`src/rtl/dsm_pkg.sv`:
```
// dsm_pkg: levels and widths shared by the DSM modulator and decimator
package dsm_pkg;
    localparam int DATA_W    = 9;
    localparam int POS_LEVEL = 127;
    localparam int NEG_LEVEL = -128;
endpackage

```
`src/rtl/cic_comb2.sv`:
```
// cic_comb2: two-stage comb section and gated output register of the sinc^2 decimator
module cic_comb2
    import dsm_pkg::*;
#(
    parameter int W  = 21,
    parameter int SH = 12
) (
    input  logic                     clk,
    input  logic                     rst_n,
    input  logic                     take,
    input  logic signed [W-1:0]      acc,
    input  logic                     run,
    output logic signed [DATA_W-1:0] DO,
    output logic                     DO_valid,
    output logic                     done
);
    logic signed [W-1:0] snap, c1, d1, d2, c2, q;
    logic                tick, v1;

    assign c2   = c1 - d2;
    assign q    = c2 >>> SH;
    assign done = v1;

    // snapshot int2 at period end, then run the two comb stages on successive edges
    always_ff @(posedge clk or negedge rst_n) begin
        if (!rst_n) begin
            snap     <= '0;
            tick     <= 1'b0;
            c1       <= '0;
            d1       <= '0;
            d2       <= '0;
            v1       <= 1'b0;
            DO       <= '0;
            DO_valid <= 1'b0;
        end else begin
            tick     <= take;
            v1       <= tick;
            DO_valid <= v1 && run;
            if (take) snap <= acc;
            if (tick) begin
                c1 <= snap - d1;
                d1 <= snap;
            end
            if (v1) d2 <= c1;
            if (v1 && run) DO <= q[DATA_W-1:0];
        end
    end
endmodule

```
`src/rtl/dsm_decimator.sv`:
```
// dsm_decimator: sinc^2 decimator recovering a signed sample from a 1-bit DSM stream
module dsm_decimator
    import dsm_pkg::*;
#(
    parameter int R_LOG2 = 6
) (
    input  logic                     clk,
    input  logic                     rst_n,
    input  logic                     en,
    input  logic                     DI,
    output logic signed [DATA_W-1:0] DO,
    output logic                     DO_valid
);
    localparam int W = DATA_W + 2 * R_LOG2;
    localparam logic [0:0] FILL = 1'b0;
    localparam logic [0:0] RUN  = 1'b1;

    logic signed [W-1:0] level, int1, int2, int1_n, int2_n;
    logic [R_LOG2-1:0]   cnt;
    logic [0:0]          state;
    logic                take, done;

    assign level  = DI ? W'(POS_LEVEL) : W'(NEG_LEVEL);
    assign int1_n = int1 + level;
    assign int2_n = int2 + int1_n;
    assign take   = en && (&cnt);

    // integrators and decimation counter advance only on accepted samples
    always_ff @(posedge clk or negedge rst_n) begin
        if (!rst_n) begin
            int1 <= '0;
            int2 <= '0;
            cnt  <= '0;
        end else if (en) begin
            int1 <= int1_n;
            int2 <= int2_n;
            cnt  <= cnt + 1'b1;
        end
    end

    // warm-up: the first comb output is discarded, everything after is published
    always_ff @(posedge clk or negedge rst_n) begin
        if (!rst_n) state <= FILL;
        else if (done) state <= RUN;
    end

    cic_comb2 #(.W(W), .SH(2 * R_LOG2)) u_comb (
        .clk     (clk),
        .rst_n   (rst_n),
        .take    (take),
        .acc     (int2_n),
        .run     (state == RUN),
        .DO      (DO),
        .DO_valid(DO_valid),
        .done    (done)
    );
endmodule

```
`config.mk`:
```
export PLATFORM = sky130hd
export DESIGN_NAME = dsm_decimator
export DESIGN_NICKNAME = d
export VERILOG_FILES = /design/src/rtl/dsm_pkg.sv /design/src/rtl/cic_comb2.sv /design/src/rtl/dsm_decimator.sv
export SDC_FILE = /design/constraint.sdc
export NUM_CORES = 1
export LEC_CHECK = 0
export CORE_UTILIZATION = 46
export CTS_CLUSTER_DIAMETER = 80
export CTS_CLUSTER_SIZE = 24
export DETAILED_ROUTE_END_ITERATION = 7
export MAX_ROUTING_LAYER = met4
export PLACE_DENSITY = 0.71
export SYNTH_ARGS = -nofsm -noshare
export SYNTH_HDL_FRONTEND = slang
export SYNTH_SLANG_ARGS = --single-unit
export TNS_END_PERCENT = 30
```
`constraint.sdc`:
```
create_clock -name clk -period 12.4 [get_ports clk]
set_input_delay 2.48 -clock clk [delete_from_list [all_inputs] [get_ports clk]]
set_output_delay 2.48 -clock clk [all_outputs]
set_load 0.01 [all_outputs]
```
==> results of run 1 <==
[critical path, cell delays in order]
cell and delay (ps):
clkdlybuf4s50_1 750, inv_1 380, fa_1 550, nand2b_1 180, a21oi_1 160, o22ai_1 110, o21ai_0 380, o21ai_0 140
nand2b_1 90, a21oi_1 80, xnor2_1 240, ha_1 330, and3_1 200, a22oi_1 150, nand2_1 90, o41ai_1 330
o21ai_0 180, xnor2_1 160, xnor2_1 190, a21oi_1 90
[registers in the layout, summed over array words and instances (netlist names)]
register,count
int2,21
u_comb.DO,9
state,1
u_comb.done,1
u_comb.snap,21
u_comb.d2,21
int1,21
u_comb.d1,21
u_comb.tick,1
u_comb.DO_valid,1
cnt,6
u_comb.c1,21
[layout make-up]
cell class	instances	area (µm²)	share of cell area, %
multi-input combinational	645	4760	49.1
sequential	145	3630	37.4
clock buffer	18	439	4.52
tap	229	287	2.95
inverter	64	240	2.47
clock inverter	13	185	1.91
timing repair buffer	18	164	1.69
[synthesized netlist by cell type (5+ instances only)]
master    count  share of area, %
nand3_1      13              0.75
xnor2_1      49               4.9
nand2_1      80               3.4
nor2b_1       5              0.36
o21a_1        8              0.69
nor3_1       17              0.98
dfrtp_1     145                42
o21ai_0      84               4.8
o31ai_1       6              0.52
inv_1        63               2.7
a21oi_1      55               3.2
or3_1         8              0.57
and3_1        7              0.50
ha_1         81                12
nor2_1       45               1.9
mux2_2       69               8.9
a21o_1       17               1.5
clkbuf_1     18              0.78
nand2b_1     10              0.72
o21bai_1      9              0.78
xor2_1       16               1.6
[logic make-up (layout without fill, tap and decap cells)]
family / Yosys count / in the layout / share of synthesized area (%)
compound gates: 221 / 221 / 15.8
simple gates: 204 / 204 / 10.9
flops: 145 / 145 / 41.7
fa+ha+maj: 84 / 84 / 12.3
buf+inv: 84 / 113 / 3.62
mux: 71 / 71 / 9.21
xor+xnor: 65 / 65 / 6.54
[cells in the final DEF (no fill, tap or decap), types with 3 or more instances in the layout]
cell type / synthesis / routed
a211oi_1: 3 / 3
a21o_1: 17 / 17
a21oi_1: 55 / 55
a31oi_1: 4 / 4
and3_1: 7 / 7
buf_4: 0 / 5
bufinv_16: 0 / 4
clkbuf_16: 0 / 17
clkdlybuf4s50_1: 0 / 11
clkinv_2: 0 / 3
dfrtp_1: 145 / 145
fa_1: 3 / 3
ha_1: 81 / 81
inv_1: 63 / 63
mux2_2: 69 / 69
nand2_1: 80 / 80
nand2b_1: 10 / 10
nand3_1: 13 / 13
nand4_1: 3 / 3
nor2_1: 45 / 44
nor2b_1: 5 / 5
nor3_1: 17 / 17
nor4_1: 3 / 3
o2111ai_1: 3 / 3
o211ai_1: 4 / 4
o21a_1: 8 / 8
o21ai_0: 84 / 84
o21bai_1: 9 / 9
o31ai_1: 6 / 6
o41ai_1: 4 / 4
or2_2: 3 / 3
or3_1: 8 / 8
xnor2_1: 49 / 49
xor2_1: 16 / 16
[through the flow]
| step | util, % | cells | hold WS (ps) | cell area, µm² |
|---|---|---|---|---|
| 2_1_floorplan | - | 874 | 439 | 8710 |
| 3_3_place_gp | 49.7 | 1101 | 453 | 9080 |
| 3_5_place_dp | 49.7 | 1101 | 464 | 9080 |
| 4_1_cts | 53.1 | 1132 | 473 | 9710 |
| 5_1_grt | 53.1 | 1132 | 486 | 9710 |
| 6_report | 53.1 | 1132 | 465 | 9710 |
[final timing paths]
kind | startpoint | endpoint | slack [ps]
setup / recovery | DI | int2[20]$_DFFE_PN0P_ | 5390
hold / removal | cnt[5]$_DFFE_PN0P_ | cnt[5]$_DFFE_PN0P_ | 460
setup reg to reg | int1[1]$_DFFE_PN0P_ | int2[20]$_DFFE_PN0P_ | 8090
hold reg to reg | cnt[5]$_DFFE_PN0P_ | cnt[5]$_DFFE_PN0P_ | 460
max in group asynchronous | rst_n | u_comb.snap[18]$_DFFE_PN0P_ | 8980
min in group asynchronous | rst_n | u_comb.d2[2]$_DFFE_PN0P_ | 2110
[metal layers]
layer	share of wire (%)	vias up	global-route usage (%)
li1	-	3124	-
met1	51	2876	23.0
met2	46	45	27.2
met3	2.0	10	3.65
met4	1.0	0	4.40
met5	0	-	-
==> metrics.cfg, run 1 <==
[route]
drc=0
wl_per_cell_um=13.3
drtAntennaViolNets=0
wirelength_mm=15.1
vias_per_cell=5.35
vias=6055
dr.pass1.iters=4
drtIter0Drc=182

[worst_hold_path]
hold_depth=1
hp-class=flip-flop to flip-flop

[critical_path]
worst_setup_path_start_kind=input pin
end_kind=flip-flop
crit_required_ps=12660
worstPathArrival_ps=7270
r2r_cells=18
worstPathMaxFanout=14
critPathKind=input pin to flip-flop

[cts]
cts_made_buffers=17
postCtsHoldBufs=0
cts_buffer_depth=2
cts_tree=yes
htreeDepth=4
postCtsSetupBuffers=0
cts_root_buf=clkbuf_16
cts-resized-gates=0
cts_sinks=145
clock_latency_ps=420
clk_pin_slew_ps=60

[status]
status=finished clean

[place]
gp_congestion=0.892
post-place-ws_ps=4960
dp_hpwl_mm=10.7
port_buffers=13

[sta]
finalWorstPathRequiredPeriod_ps=7010
worst_slew_pin_slew_ps=817
finalMaxSlewViolations=0
tns_ps=0
setup_viol=0
layout_setup_ws_ps=5390
finalCritPeriodShare_pct=56.5
clock_skew_ps=8.39
rsz0062_at_grt=no
hold_viol=0
max_freq_ghz=0.143
slew-limit-headroom_pct=45.5

[synth]
synth_cells=874
yosysUniqueCellTypes=61
synth.avg_cell_area_um2=9.96
synthArstFlopShare_pct=100
ys.flop_type=dfrtp_1
syn-num-nets=962
ys_warn_count=0
synth-edff-count=0
syn_area_um2=8710
synth-seq-area-share_pct=41.7
ys_ff_latch=145

[finish]
fin_nets=979
drive_gt1_share_pct=13.7
final.fill_count=1637
synthToLayoutAreaGrowth_pct=11.5
n_antenna_cell=0

[global_route]
grt_pass1_vias=5869
overflow=0
antenna_found_initial=0
grt_pass1_wl_mm=27.0
grtUsageTotal_pct=17.4
grt_max_degree=81

[floorplanning]
die-area_um2=19500
die_width_um=140
die_h_um=140
row_count=49
core_area_um2=18300
initial_core_util_pct=47.7
io_pins=14

[job]
drv_cap=0

Power of run 1 is not shown: default switching activity piles up to over one toggle a cycle in this logic, so the estimate is an artifact.
==> run 2: changes to the inputs <==
Clock period 12.4 ns to 6.58 ns, I/O delays scaled along.
==> run 2 against run 1 <==
Against the previous run: setup slack worse by 4500 ps; via count down 0.21%; largest cell class unchanged; non-clock buffer count down 1; die area unchanged; design area down 0.59%; global-route usage up 0.11 points; critical path depth down 1; flip-flop and latch count unchanged; clock-buffer cell count up 4; first-iteration DRC count down 9.3%.
==> metrics.cfg, run 2 (same netlist as run 1, synthesis figures left out) <==
[status]
status=finished clean

[sta]
clock_skew_ps=11.2  ; +2.80 ps
max_freq_ghz=0.177
worst_slew_pin_slew_ps=1100  ; +287 ps
hold_viol=0  ; unchanged
tns_ps=0  ; unchanged
slew-limit-headroom_pct=26.4  ; -19 points
rsz0062_at_grt=no
setup_viol=0  ; unchanged
finalCritPeriodShare_pct=85.7
finalMaxSlewViolations=0  ; unchanged
finalWorstPathRequiredPeriod_ps=5640

[finish]
layout.cells.most_common=dfrtp_1
fin_nets=978  ; -0.10%
seq_area_um2=3630  ; unchanged
multi_input_area_um2=4760  ; unchanged
drive_gt1_share_pct=13.5  ; -0.22 points
synthToLayoutAreaGrowth_pct=10.9
final_cell_mix=dfrtp_1 (145), o21ai_0 (84), ha_1 (81)
n_antenna_cell=0  ; unchanged
final.fill_count=1638  ; +0.061%

[worst_hold_path]
hold_path_startpoint=cnt[5]$_DFFE_PN0P_
hold_path_end=cnt[5]$_DFFE_PN0P_
hp-class=flip-flop to flip-flop
hold_depth=1  ; unchanged

[global_route]
grtUsageTotal_pct=17.5  ; +0.11 points
grt_pass1_vias=5911  ; +0.72%
antenna_found_initial=0  ; unchanged
grt_max_degree=82  ; +1.2%
grt_pass1_wl_mm=27.1  ; +0.23%
overflow=0  ; unchanged

[route]
drtIter0Drc=165  ; -9.3%
vias=6042  ; -0.21%
vias_per_cell=5.34  ; -0.21%
drc=0  ; unchanged
wirelength_mm=15.1  ; +0.16%
wl_per_cell_um=13.4  ; +0.16%
drtAntennaViolNets=0  ; unchanged
dr.pass1.iters=4  ; unchanged

[floorplanning]
die_width_um=140  ; unchanged
core_area_um2=18300  ; unchanged
die-area_um2=19500  ; unchanged
die_h_um=140  ; unchanged
row_count=49  ; unchanged
initial_core_util_pct=47.7  ; unchanged
io_pins=14  ; unchanged

[cts]
postCtsSetupBuffers=0  ; unchanged
clock_latency_ps=420  ; about the same
cts-resized-gates=0  ; unchanged
htreeDepth=4  ; unchanged
cts_sinks=145  ; unchanged
cts_made_buffers=17  ; unchanged
postCtsHoldBufs=0  ; unchanged
clk_pin_slew_ps=60  ; about the same
cts_root_buf=clkbuf_16
cts_buffer_depth=2  ; unchanged
cts_tree=yes

[critical_path]
r2r-start=int1[1]$_DFFE_PN0P_
worstPathArrival_ps=5890  ; -1380 ps
r2r_cells=18  ; unchanged
worstPathMaxFanout=9  ; -5
rrSetupSlack_ps=2200  ; -5890 ps
worst_setup_path_start_kind=input pin
r2r_end=u_comb.snap[20]$_DFFE_PN0P_
crit_required_ps=6830  ; -5830 ps
end_kind=flip-flop
critPathKind=input pin to flip-flop

[job]
drv_cap=0  ; unchanged

[place]
port_buffers=13  ; unchanged
gp_congestion=0.870  ; -2.5%
dp_hpwl_mm=10.6  ; -1.4%

[run 2: cell types whose count changed in the layout (fill, tap and decap cells not counted)]
cell	change
bufinv_16	-3
clkbuf_1	+2
clkinv_4	-1
inv_6	+1
clkinv_2	-2
clkbuf_8	+2
clkinvlp_4	+2
buf_4	-1
[run 2: worst max path at each step]
stage | cells after the start | start | end
floorplan | 18 | DI | int2[20]$_DFFE_PN0P_
global placement | 19 | DI | u_comb.snap[20]$_DFFE_PN0P_
detailed placement | 20 | DI | int2[20]$_DFFE_PN0P_
CTS | 19 | DI | u_comb.snap[20]$_DFFE_PN0P_
global route | 20 | DI | int2[20]$_DFFE_PN0P_
finish | 19 | DI | u_comb.snap[20]$_DFFE_PN0P_
[run 2: layout make-up]
type | count | share of cell area (%)
clock inverters | 10 | 1.04
flip-flops and latches | 145 | 37.6
well taps | 229 | 2.97
clock buffers | 22 | 4.91
multi-input cells | 645 | 49.4
repair buffers | 17 | 1.62
inverters | 64 | 2.49
[run 2: worst max-delay path: stages]
cell	delay [ps]
clkdlybuf4s50_1	720
ha_1	310
a21o_1	150
a21o_1	220
a2111oi_4	430
o211ai_2	170
a31o_2	270
a21oi_1	190
xnor2_1	170
ha_1	340
and3_1	190
and3_1	190
a22oi_1	160
nand2_1	100
o41ai_1	340
o21ai_0	180
xnor2_1	190
xnor2_1	160
a21oi_1	90
[run 2: per-layer routing]
layer  up-vias  wire (µm)  global-route usage [%]
met5         -          0                       -
met4         0        143                    4.40
met3        12        366                    4.47
met2        66       6800                    27.6
met1      2829       7830                    22.4
li1       3135          -                       -
[run 2: through the flow]
stage	cell area, µm²	utilization (%)	setup slack [ps]	hold WS, ps	std cells
after global routing	9650	52.8	545	494	1132
after detailed placement	9080	49.7	517	460	1100
after CTS	9650	52.8	965	469	1132
final	9650	52.8	939	469	1132
after global placement	9080	49.7	571	452	1100
after floorplan	8710	-	1670	439	874
Power of run 2 is left out for the same reason.
